`src/rtl/fpga_cg_pkg.sv`:
```
// Shared types and default sizing for the clock-gate enable controller.
package fpga_cg_pkg;

    typedef enum logic [1:0] {
        RUN       = 2'd0,
        IDLE_WAIT = 2'd1,
        GATED     = 2'd2,
        WAKE      = 2'd3
    } cg_state_t;

    localparam int CG_IDLE_CNT_W  = 8;
    localparam int CG_WAKE_SETTLE = 2;
    localparam int CG_GATE_CNT_W  = 16;

endpackage

```
`src/rtl/fpga_cg_sat_cnt.sv`:
```
// Saturating up-counter; a synchronous clear beats a same-cycle increment.
module fpga_cg_sat_cnt #(
    parameter int W = 16
) (
    input  logic         clk,
    input  logic         rst_b,
    input  logic         clr,
    input  logic         inc,
    output logic [W-1:0] cnt
);

    always_ff @(posedge clk or negedge rst_b) begin
        if (!rst_b) begin
            cnt <= '0;
        end else if (clr) begin
            cnt <= '0;
        end else if (inc && (cnt != '1)) begin
            cnt <= cnt + W'(1);
        end
    end

endmodule

```
`src/rtl/fpga_cg_en_ctrl.sv`:
```
// Drives the ICG enable: gates after a run of idle cycles, wakes with a settle
// delay and a one-cycle acknowledge, and counts gating events.
//
// state     | meaning
// ----------+------------------------------------------------------------
// RUN       | clock running, waiting for the first qualifying idle cycle
// IDLE_WAIT | counting consecutive idle cycles up to the latched threshold
// GATED     | clock gated, waiting for any break condition
// WAKE      | enable restored, settling before RUN and wake_ack
module fpga_cg_en_ctrl
    import fpga_cg_pkg::*;
#(
    parameter int IDLE_CNT_W  = CG_IDLE_CNT_W,
    parameter int WAKE_SETTLE = CG_WAKE_SETTLE,
    parameter int GATE_CNT_W  = CG_GATE_CNT_W
) (
    input  logic                  clk,
    input  logic                  rst_b,
    input  logic                  cg_req,
    input  logic                  activity,
    input  logic                  dbg_force_on,
    input  logic [IDLE_CNT_W-1:0] idle_thresh,
    input  logic                  gate_cnt_clr,
    output logic                  cg_en,
    output logic                  gated_status,
    output logic                  wake_ack,
    output logic [GATE_CNT_W-1:0] gate_cnt
);

    localparam int SETTLE_W = $clog2(WAKE_SETTLE + 1);
    localparam logic [SETTLE_W-1:0] SETTLE_LAST = SETTLE_W'(WAKE_SETTLE - 1);

    generate
        if (WAKE_SETTLE < 1) begin : g_bad_settle
            $error("fpga_cg_en_ctrl: WAKE_SETTLE must be at least 1");
        end
    endgenerate

    cg_state_t             state, state_nxt;
    logic [IDLE_CNT_W-1:0] idle_cnt, idle_nxt;
    logic [IDLE_CNT_W-1:0] thr, thr_nxt;
    logic [SETTLE_W-1:0]   settle_cnt, settle_nxt;
    logic                  wake_pend;
    logic                  qual;

    assign qual = cg_req && !activity && !dbg_force_on;

    always_comb begin
        state_nxt  = state;
        idle_nxt   = idle_cnt;
        thr_nxt    = thr;
        settle_nxt = settle_cnt;
        case (state)
            RUN: begin
                if (qual) begin
                    state_nxt = IDLE_WAIT;
                    idle_nxt  = '0;
                    thr_nxt   = (idle_thresh == '0) ? IDLE_CNT_W'(1) : idle_thresh;
                end
            end
            IDLE_WAIT: begin
                // a break always wins over reaching the threshold
                if (!qual) begin
                    state_nxt = RUN;
                    idle_nxt  = '0;
                end else if (idle_cnt == thr - IDLE_CNT_W'(1)) begin
                    state_nxt = GATED;
                    idle_nxt  = '0;
                end else begin
                    idle_nxt = idle_cnt + IDLE_CNT_W'(1);
                end
            end
            GATED: begin
                if (!qual) begin
                    state_nxt  = WAKE;
                    settle_nxt = '0;
                end
            end
            WAKE: begin
                if (settle_cnt == SETTLE_LAST) begin
                    state_nxt  = RUN;
                    settle_nxt = '0;
                end else begin
                    settle_nxt = settle_cnt + SETTLE_W'(1);
                end
            end
            default: begin
                state_nxt  = RUN;
                idle_nxt   = '0;
                settle_nxt = '0;
            end
        endcase
    end

    always_ff @(posedge clk or negedge rst_b) begin
        if (!rst_b) begin
            state      <= RUN;
            idle_cnt   <= '0;
            thr        <= IDLE_CNT_W'(1);
            settle_cnt <= '0;
        end else begin
            state      <= state_nxt;
            idle_cnt   <= idle_nxt;
            thr        <= thr_nxt;
            settle_cnt <= settle_nxt;
        end
    end

    // Outputs are decoded from the registered state one cycle later, so cg_en
    // is a plain flop output and cannot glitch.
    always_ff @(posedge clk or negedge rst_b) begin
        if (!rst_b) begin
            cg_en        <= 1'b1;
            gated_status <= 1'b0;
            wake_pend    <= 1'b0;
            wake_ack     <= 1'b0;
        end else begin
            cg_en        <= (state != GATED);
            gated_status <= (state == GATED);
            wake_pend    <= (state == WAKE) && (state_nxt == RUN);
            wake_ack     <= wake_pend;
        end
    end

    fpga_cg_sat_cnt #(
        .W (GATE_CNT_W)
    ) u_gate_cnt (
        .clk   (clk),
        .rst_b (rst_b),
        .clr   (gate_cnt_clr),
        .inc   ((state == GATED) && !gated_status),
        .cnt   (gate_cnt)
    );

endmodule

```
`config.mk`:
```
export PLATFORM = sky130hd
export DESIGN_NAME = fpga_cg_en_ctrl
export DESIGN_NICKNAME = d
export VERILOG_FILES = /design/src/rtl/fpga_cg_pkg.sv /design/src/rtl/fpga_cg_sat_cnt.sv /design/src/rtl/fpga_cg_en_ctrl.sv
export SDC_FILE = /design/constraint.sdc
export NUM_CORES = 1
export LEC_CHECK = 0
export ABC_AREA = 1
export BUFFER_PORTS_ARGS = -buffer_cell sky130_fd_sc_hd__buf_2
export CAP_MARGIN = 40
export CORE_ASPECT_RATIO = 0.9
export CORE_MARGIN = 5
export CORE_UTILIZATION = 61
export CTS_CLUSTER_SIZE = 14
export DETAILED_ROUTE_END_ITERATION = 7
export PLACE_DENSITY = 0.84
export SLEW_MARGIN = 20
export SYNTH_ARGS = -nofsm -noshare
export SYNTH_HDL_FRONTEND = slang
export SYNTH_SLANG_ARGS = --single-unit
```
`constraint.sdc`:
```
create_clock -name clk -period 5 [get_ports clk]
set_clock_uncertainty 0.2 [all_clocks]
set_input_delay 1 -clock clk [delete_from_list [all_inputs] [get_ports clk]]
set_output_delay 1 -clock clk [all_outputs]
set_load 0.03 [all_outputs]
```
## Word-level counts from Yosys, hierarchy flattened

Index checks and enable logic that the tools add are counted.

- Input bits: 14
- Output and inout port bits: 19
- Flip-flop bits (word level): 40
- Logic and storage cells: 55

- Reduce and logical (&&, ||, !) cells: 17
- Muxes and demuxes: 16
- Add/sub/neg operators: 4
- Equal/unequal tests: 9

Operators with widths:

| operator | number |
|---|---|
| 16-bit two-way mux | 2 |
| 8-bit two-way mux | 4 |
| 16-bit by 1-bit adder with 16-bit output, second input constant | 1 |
| 16-bit != test, second input constant | 1 |
| 8-bit one-hot mux with 2 select lines | 1 |
| 2-bit two-way mux | 7 |
| 8-bit by 1-bit adder with 8-bit output, second input constant | 1 |
| 8-bit == test | 1 |
| 8-bit zero test | 1 |
| 2-bit one-hot mux with 4 select lines | 1 |
| 8-bit by 1-bit subtractor with 8-bit output, second input constant | 1 |
| 2-bit != test, second input constant | 3 |
| 2-bit AND reduction | 3 |
| 2-bit nonzero test | 3 |
| 1-bit logical AND | 5 |
| 2-bit by 1-bit == test with 1-bit output, second input constant | 2 |
| 2-bit == test, second input constant | 2 |
| 2-bit zero test | 2 |
| 2-bit one-hot mux with 2 select lines | 1 |
| 1-bit zero test | 3 |
| 2-bit by 1-bit adder with 2-bit output, second input constant | 1 |

## Depth between registers and ports, before layout

Gate-level depths: netlist of the first run.

- Word-level depth: 7
- Gate-level depth with buffers: 12
- Gate-level depth less buffers: 12

## By module

From an unflattened synthesis of the first run, not the netlist that was laid out.

- Cell total of the unflattened synthesis: 331
- Area, all modules: 2,436.1 um2

By module, submodules not included:

| module | sequential area each (um2) | times used | cells an instance | area an instance (um2) |
|---|---|---|---|---|
| fpga_cg_en_ctrl | 603.1 | 1 | 187 | 1,398.8 |
| fpga_cg_sat_cnt | 400.4 | 1 | 144 | 1,037.2 |

## Worst setup path before layout of the first run

Ideal clock, no wire load.

- Path kind: input to register
- From: in activity
- To: reg idle_cnt[5]
- Stages on the path: 7
- Arrival: 1,820 ps
- Path slack: 2,857 ps
- Setup time: 123 ps
- Path through: nor3_2 nand3_2 nand2_2 buf_6 nand2_2 xor2_1 a21oi_2

- Word-level cells in the longest chain between the ends: 5

RTL lines:

| element | line | source |
|---|---|---|
| start, declared | fpga_cg_en_ctrl.sv:20 | `input logic activity,` |
| 1-bit zero test * | fpga_cg_en_ctrl.sv:46 | `assign qual = cg_req && !activity && !dbg_force_on;` |
| 1-bit logical AND * (2 in a row) | fpga_cg_en_ctrl.sv:46 |  |
| 8-bit two-way mux / 2-bit != test (equally long branches) | n/a |  |
| 8-bit one-hot mux with 2 select lines / 2-bit AND reduction (equally long branches) | n/a |  |
| end signal, assigned | fpga_cg_en_ctrl.sv:103 | `idle_cnt <= idle_nxt;` |
| end, declared | fpga_cg_en_ctrl.sv:40 | `logic [IDLE_CNT_W-1:0] idle_cnt, idle_nxt;` |

Mark *: on every way between the ends. The rest lies on a longest branch, timed or not.
A chain may end at the register's enable or synchronous reset.

## Worst setup path after layout of the first run

- From: in activity
- To: reg idle_cnt[4]

The elaborated chain is that of the path after synthesis.

==> summary.md, run 1 <==
| Metric | Value |
|---|---|
| Hold Violations, Final | `0` |
| Flops & latches, synth | `40` |
| Root buf cell | `clkbuf_8` |
| Max VDD drop | `approximately 0.23 mV` |
| PD cells | `304 mW/mm^2` |
| Placer congestion estimate | `0.836` |
| Via count | `between 2000 and 2500` |
| R2R depth | `8` |
| Drt pass-1 iters | `4` |
| ANT nets after route | `0` |
| CTS tree | `done` |
| Kind of critical path | `primary input to register` |
| RR Endpoint | `u_gate_cnt.cnt[9]$_DFFE_PN0P_` |
| Clock transition at the registers of the reported paths | `~0.080 ns` |
| Synth Net Count | `around 310` |
| Ant diodes | `0` |
| Initial antenna violation count | `0` |
| FP Rows | `21` |
| Vias in the first global route | `2012` |
| Syn Inst Count | `297` |
| Chip height | `~69 um` |
| Count of cell types in the netlist | `33` |
| Hold Path Cell Cnt | `0` |
| Dpl hpwl | `about 3.8 mm` |
| Fin. max-slew vios | `0` |
| Mapped Avg Cell Area | `roughly 7.9 um^2` |
| Synth Cell Area | `~0.0023 mm^2` |
| Reg2Reg Setup Slack | `~2.8 ns` |
| Lkg Pwr | `1.30 nW` |
| Layout cells sized above 1 | `20.7%` |
| Sink Count | `40` |
| Worst path required time | `between 4 and 5 ns` |
| Fin nets | `350` |
| Largest net degree at the start of global routing | `22` |
| Drt via density | `roughly 5.5` |
| Post-cts hold buffer count | `0` |
| Clk buf depth | `2` |
| Initial core utilization | `63.3%` |
| Tmin final | `approximately 2.4 ns` |
| Status | `complete, no violations` |
| Crit path DAT | `roughly 2.4 ns` |
| Postcts setup bufs | `0` |
| Worst slew margin | `between 60% and 70%` |
| Crit path launch type | `primary input` |
| Fin util | `roughly 72%` |
| # fillers | `roughly 290` |
| Worst Hold Class | `register to register` |
| Area grow syn2layout | `14.1%` |
| Final WL | `approximately 5 mm` |
| Port-buffer cells | `32` |
| Total GRT Usage | `22.9%` |
| Later-pin clock latency in the skew report | `around 0.3 ns` |
| Crit path capture type | `register` |
| Syn. warnings | `0` |
| Full die area | `approximately 0.0052 mm^2` |
| Global-route wire length before repair | `~9 mm` |
| Final period util | `a little under half` |
| Residual DRC | `0` |
| Die W | `between 70 and 80 um` |
| Num ports | `33` |
| H-tree depth | `2` |
| Maximum capacitance violations | `0` |
| RSZ-0062 raised after global routing | `no` |
| Worst reg2reg startpoint | `u_gate_cnt.cnt[0]$_DFFE_PN0P_` |
| Routed len/inst | `around 13 um` |
| Crit path max fanout | `15` |
| DRT iter0 DRCs | `between 150 and 200` |
| Num CTS Buffers | `5` |
| Grt ovf | `0` |
| Min-delay src | `wake_pend$_DFF_PN0_` |
| Register area share after synthesis | `a little over two fifths` |
| Peak Freq | `between 0.4 and 0.5 GHz` |
| Total core area | `approximately 0.0037 mm^2` |
| Setup TNS | `0 ns` |
| Worst slew pin tran | `between 0.5 and 0.6 ns` |
| Post-cts sizing count | `0` |
| Setup-failing EPs final | `0` |
| WHS Endpoint | `wake_ack$_DFF_PN0_` |
## power by group
part	internal (W)	switching, W	total [W]
Sequential	0.000351	0.0000329	0.000384
Clock	0.000150	0.000124	0.000274
Combinational	0.0000595	0.0000959	0.000155
## cell families after synthesis
group	after synthesis	share of synthesized area (%)
AO/OA/AOI/OAI	37	8.80
XOR/XNOR	17	6.35
adder cells (fa/ha/maj)	3	1.60
buffers and inverters	46	8.11
flip-flops	40	42.8
multiplexers	3	1.44
AND/OR/NAND/NOR	151	30.9
## layer usage
metal	vias to the layer above	routed length, um	GRT usage [%]
met2	71	2320	35.8
li1	1034	-	-
met4	0	86	10.3
met3	8	314	4.35
met5	-	0	0
met1	974	2310	31.0
## worst max path at each step
stage / start / end / slack [ns]
2_1_floorplan: activity / idle_cnt[5]$_DFFE_PN0P_ / 2.86
3_3_place_gp: activity / idle_cnt[3]$_DFFE_PN0P_ / 2.34
3_5_place_dp: activity / idle_cnt[4]$_DFFE_PN0P_ / 2.27
4_1_cts: activity / idle_cnt[4]$_DFFE_PN0P_ / 2.59
5_1_grt: activity / idle_cnt[4]$_DFFE_PN0P_ / 2.43
6_report: activity / idle_cnt[4]$_DFFE_PN0P_ / 2.61
## synth_stat cells
| cell | number | area [um^2] |
|---|---|---|
| dfrtp_1 | 38 | 951 |
| inv_2 | 3 | 11.3 |
| nor2_4 | 2 | 22.5 |
| dfstp_2 | 2 | 52.6 |
| inv_1 | 38 | 143 |
| buf_6 | 2 | 22.5 |
| or2_0 | 1 | 6.26 |
| xnor2_1 | 3 | 26.3 |
| xor2_1 | 14 | 123 |
| nand3_1 | 28 | 140 |
| o21ai_0 | 22 | 110 |
| a21oi_1 | 10 | 50.1 |
| nor3b_2 | 1 | 12.5 |
| nor3_1 | 4 | 20.0 |
| nand3_2 | 2 | 20.0 |
| nand2_4 | 1 | 11.3 |
| nand3b_1 | 2 | 15.0 |
| and3_1 | 1 | 6.26 |
| nor4_1 | 1 | 6.26 |
| nor2_1 | 32 | 120 |
| clkbuf_1 | 2 | 7.51 |
| o31ai_2 | 1 | 12.5 |
| mux2_2 | 3 | 33.8 |
| a21oi_2 | 2 | 17.5 |
| nor2_2 | 1 | 6.26 |
| o2111ai_1 | 1 | 8.76 |
| nand2_2 | 5 | 31.3 |
| inv_4 | 1 | 6.26 |
| ha_1 | 3 | 37.5 |
| o31ai_1 | 1 | 7.51 |
| nand4_1 | 8 | 50.1 |
| nand2_1 | 58 | 218 |
| nor3_2 | 4 | 40.0 |
## layout make-up
cell class / instances / area, um^2 / area share [%]
inverter: 42 / 160 / 5.98
timing repair buffer: 33 / 188 / 7.01
clock inverter: 3 / 46.3 / 1.73
sequential: 40 / 1000 / 37.5
tap: 46 / 57.6 / 2.15
multi-input combinational: 211 / 1150 / 43.1
clock buffer: 5 / 68.8 / 2.57
## through the flow
step           setup slack, ns  power [W]  cell area [um^2]  std cells  hold slack, ns
2_1_floorplan             2.86   0.000500              2350        297           0.131
3_3_place_gp              2.34   0.000534              2530        371           0.135
3_5_place_dp              2.27   0.000544              2560        372           0.154
4_1_cts                   2.59   0.000816              2680        380           0.173
5_1_grt                   2.43   0.000858              2680        380           0.191
6_report                  2.61   0.000813              2680        380           0.171
## registers in the layout, summed over array words and instances (netlist names)
name / count
u_gate_cnt.cnt: 16
idle_cnt: 8
thr: 8
settle_cnt: 2
state: 2
cg_en: 1
gated_status: 1
wake_ack: 1
wake_pend: 1
## layout by cell type (no fill, tap or decap), types with 2 or more instances in the layout
cell type,synthesis,final
xnor2_1,3,3
o21ai_0,22,22
ha_1,3,3
nor3_2,4,4
dfrtp_1,38,38
dfstp_2,2,2
nor3_1,4,4
nand2_2,5,5
inv_1,38,38
nand4_1,8,8
mux2_2,3,3
nor2_1,32,32
buf_2,0,32
a21oi_1,10,10
clkbuf_8,0,5
inv_2,3,3
nor2_4,2,2
nand2_1,58,58
nand3_1,28,28
xor2_1,14,14
nand3_2,2,2
nand3b_1,2,2
a21oi_2,2,2
## worst max-delay path: stages
cell and delay (ns):
buf_2 0.10, nor3_2 0.20, nand3_2 0.27, nand2_2 0.31, inv_1 0.12, nor2_1 0.14, xor2_1 0.17, a21oi_1 0.05
Note: power is estimated with default switching activity, not from simulation.
==> inputs of run 2 (changes only) <==
Settings changed: ABC_AREA 1 to 0, CORE_UTILIZATION 61 to 57, PLACE_DENSITY 0.84 to 0.8.
Clock period 5 ns to 2.3 ns, I/O delays scaled along.
==> summary.md, run 2 <==
| Metric | Value |
|---|---|
| PD cells | `588 mW/mm^2 (+94%)` |
| Crit path DAT | `2.20 ns (-0.18 ns)` |
| Layout cells sized above 1 | `26.6% (+5.9 points)` |
| Count of cell types in the netlist | `54 (+64%)` |
| # fillers | `294 (+0.68%)` |
| Most common cell in the netlist | `dfrtp_1` |
| Fin Hold WS | `0.0155 ns (-0.156 ns)` |
| Tmin final | `between 2 and 2.5 ns` |
| Dpl hpwl | `3.49 mm (-8.0%)` |
| Area contributors post-synth | `dfrtp_1 42%, xnor2_1 6.2%, xor2_1 4.7%, nor2_1 3.8%, mux2_1 3.0%` |
| Most common cell after layout, fill and taps aside | `dfrtp_1` |
| Drt via density | `5.80 (+5.7%)` |
| Ant diodes | `0 (unchanged)` |
| Top reg by flops | `u_gate_cnt.cnt` |
| Later-pin clock latency in the skew report | `0.29 ns (about the same)` |
| Total GRT Usage | `19.4% (-3.5 points)` |
| Fin. max-slew vios | `0 (unchanged)` |
| Num ports | `33 (unchanged)` |
| Cell taking the most area after synthesis | `dfrtp_1` |
| Number of flip-flops in the largest register | `16 (unchanged)` |
| Crit path max fanout | `6 (-9)` |
| Die W | `76.3 um (+1.3%)` |
| Status | `complete, no violations` |
| Maximum capacitance violations | `0 (unchanged)` |
| Routed len/inst | `15.4 um (+17%)` |
| Flops & latches, synth | `40 (unchanged)` |
| Worst slew pin tran | `0.520 ns (+0.0176 ns)` |
| Num CTS Buffers | `5 (unchanged)` |
| Worst slew margin | `65.2% (-1.3 points)` |
| Asr flop ratio synth | `100% (unchanged)` |
| Register area share after synthesis | `44.5% (+1.7 points)` |
| Syn. warnings | `0 (unchanged)` |
| Max VDD drop | `0.441 mV (+88%)` |
| H-tree depth | `2 (unchanged)` |
| Chip height | `69.7 um (+1.3%)` |
| Final period util | `97.2%` |
| R2R depth | `8 (unchanged)` |
| Global-route layer with the greatest usage | `met2` |
| Lkg Pwr | `1.18 nW (-9.3%)` |
| Residual DRC | `0 (unchanged)` |
| Synth Net Count | `244 (-22%)` |
| Clock transition at the registers of the reported paths | `0.08 ns (about the same)` |
| ANT nets after route | `0 (unchanged)` |
| Top cells by count, synth | `38 x dfrtp_1, 23 x nor2_1, 16 x nand2_1, 16 x xnor2_1` |
| CTS tree | `done` |
| Syn Inst Count | `227 (-24%)` |
| Root buf cell | `clkbuf_8` |
| Fin util | `71.3% (-0.98 points)` |
| Largest net degree at the start of global routing | `41 (+86%)` |
| Via count | `1840 (-12%)` |
| Critical path origin | `thr[0]$_DFFE_PN1P_` |
| Crit path launch type | `register` |
| Synth top area share | `42.1% (+1.6 points)` |
| Clk buf depth | `2 (unchanged)` |
| Worst path required time | `2.26 ns (-2.72 ns)` |
| Synth Cell Area | `0.00226 mm^2 (-3.8%)` |
| Met2 usage | `34.0% (-1.7 points)` |
| DRT iter0 DRCs | `107 (-41%)` |
| Vias in the first global route | `1922 (-4.5%)` |
| Fin nets | `287 (-18%)` |
| Setup-failing EPs final | `0 (unchanged)` |
| Final WS setup | `0.0642 ns (-2.54 ns)` |
| Worst Hold Class | `primary input to async pin` |
| Drt pass-1 iters | `4 (unchanged)` |
| Most frequent cells in the layout | `38 x dfrtp_1, 32 x buf_2, 23 x nor2_1` |
| RSZ-0062 raised after global routing | `yes` |
| Regs by FF count | `u_gate_cnt.cnt x16, idle_cnt x8, thr x8` |
| Pre-CTS setup slack | `-0.0198 ns (-2.29 ns)` |
| Main synth FF type | `dfrtp_1` |
| Total core area | `0.00378 mm^2 (+2.1%)` |
| Mapped Avg Cell Area | `9.94 um^2 (+26%)` |
| Post-DP Area | `0.00254 mm^2 (-0.73%)` |
| Port-buffer cells | `32 (unchanged)` |
| Initial antenna violation count | `0 (unchanged)` |
| Worst reg2reg startpoint | `thr[0]$_DFFE_PN1P_` |
| Sink Count | `40 (unchanged)` |
| GRT met3 Usage | `4.29% (-0.062 points)` |
| FP Rows | `21 (unchanged)` |
| Hold Violations, Final | `0 (unchanged)` |
| Setup TNS | `0 ns (unchanged)` |
| Crit path capture type | `register` |
| Final WL | `4.90 mm (-2.7%)` |
| Full die area | `0.00532 mm^2 (+2.6%)` |
| Final instance area | `0.00270 mm^2 (+0.75%)` |
| Kind of critical path | `register to register` |
| Post-cts hold buffer count | `0 (unchanged)` |
| Placer congestion estimate | `0.898 (+7.5%)` |
| Grt ovf | `0 (unchanged)` |
| EDFF count, synth | `0 (unchanged)` |
| Global-route wire length before repair | `8.60 mm (-4.3%)` |
| Initial core utilization | `59.7% (-3.7 points)` |
| M1 GR Usage | `23.0% (-8.1 points)` |
| Area grow syn2layout | `19.5%` |
| Peak Freq | `between 0.4 and 0.5 GHz` |
## run 2: cell count changes in the layout (fill, tap and decap cells not counted), sizes merged, moves of 13 or more
cell / previous run / this run
nand2: 64 / 16
inv: 43 / 7
xnor2: 3 / 16
o21ai: 22 / 9
nand3: 30 / 11
## run 2: cell type report
cell class / instances / area (um^2) / share of cell area (%)
Timing Repair Buffer: 45 / 258 / 9.56
Tap cell: 46 / 57.6 / 2.13
Clock buffer: 8 / 90.1 / 3.34
Multi-Input combinational cell: 170 / 1260 / 46.6
Inverter: 8 / 30.0 / 1.11
Sequential cell: 40 / 1000 / 37.2
## run 2: critical path, stage by stage, from the launching register on
cell      delay, ns
dfstp_2        0.54
inv_2          0.05
ha_4           0.26
xor2_2         0.12
o211ai_1       0.09
or3_4          0.36
o311ai_2       0.22
buf_4          0.19
a21oi_1        0.07
## run 2: report_power, final
group	switching, W	internal [W]
Clock	0.000244	0.000245
Sequential	0.0000444	0.000741
Combinational	0.000159	0.000153
Total	0.000448	0.00114
## run 2: repair_timing
item | CTS | global route
buffers inserted | 0 | 2
pin swaps | 4 | 4
endpoints found under the setup margin | 9 | 10
resized for setup | 4 | 2
## run 2: final timing paths
check | end | slack (ns)
worst max register to register | idle_cnt[4]$_DFFE_PN0P_ | 0.06
max in group asynchronous | thr[0]$_DFFE_PN1P_ | 1.52
worst max-delay path | idle_cnt[4]$_DFFE_PN0P_ | 0.06
min in group clk | wake_ack$_DFF_PN0_ | 0.16
worst min register to register | wake_ack$_DFF_PN0_ | 0.16
worst min-delay path | u_gate_cnt.cnt[15]$_DFFE_PN0P_ | 0.02
## run 2: metal layers
layer  part of all wire [%]  wire, um
met1                     44      2160
met2                     51      2480
met3                    3.5       172
met4                    1.7        83
met5                      0         0
## run 2: logic make-up after synthesis
group	count (synthesis)	share of synthesized area, %
XOR/XNOR	28	10.9
buffers and inverters	17	3.10
AND/OR/NAND/NOR	87	21.2
AO/OA/AOI/OAI	44	14.9
adder cells (fa/ha/maj)	3	1.66
flip-flops	40	44.5
multiplexers	8	3.88
## run 2: metrics by stage
step,total power (W),std cells
global placement,0.00105,307
floorplan,0.000977,227
finish,0.00159,317
CTS,0.00157,315
global route,0.00167,317
detailed placement,0.00106,307
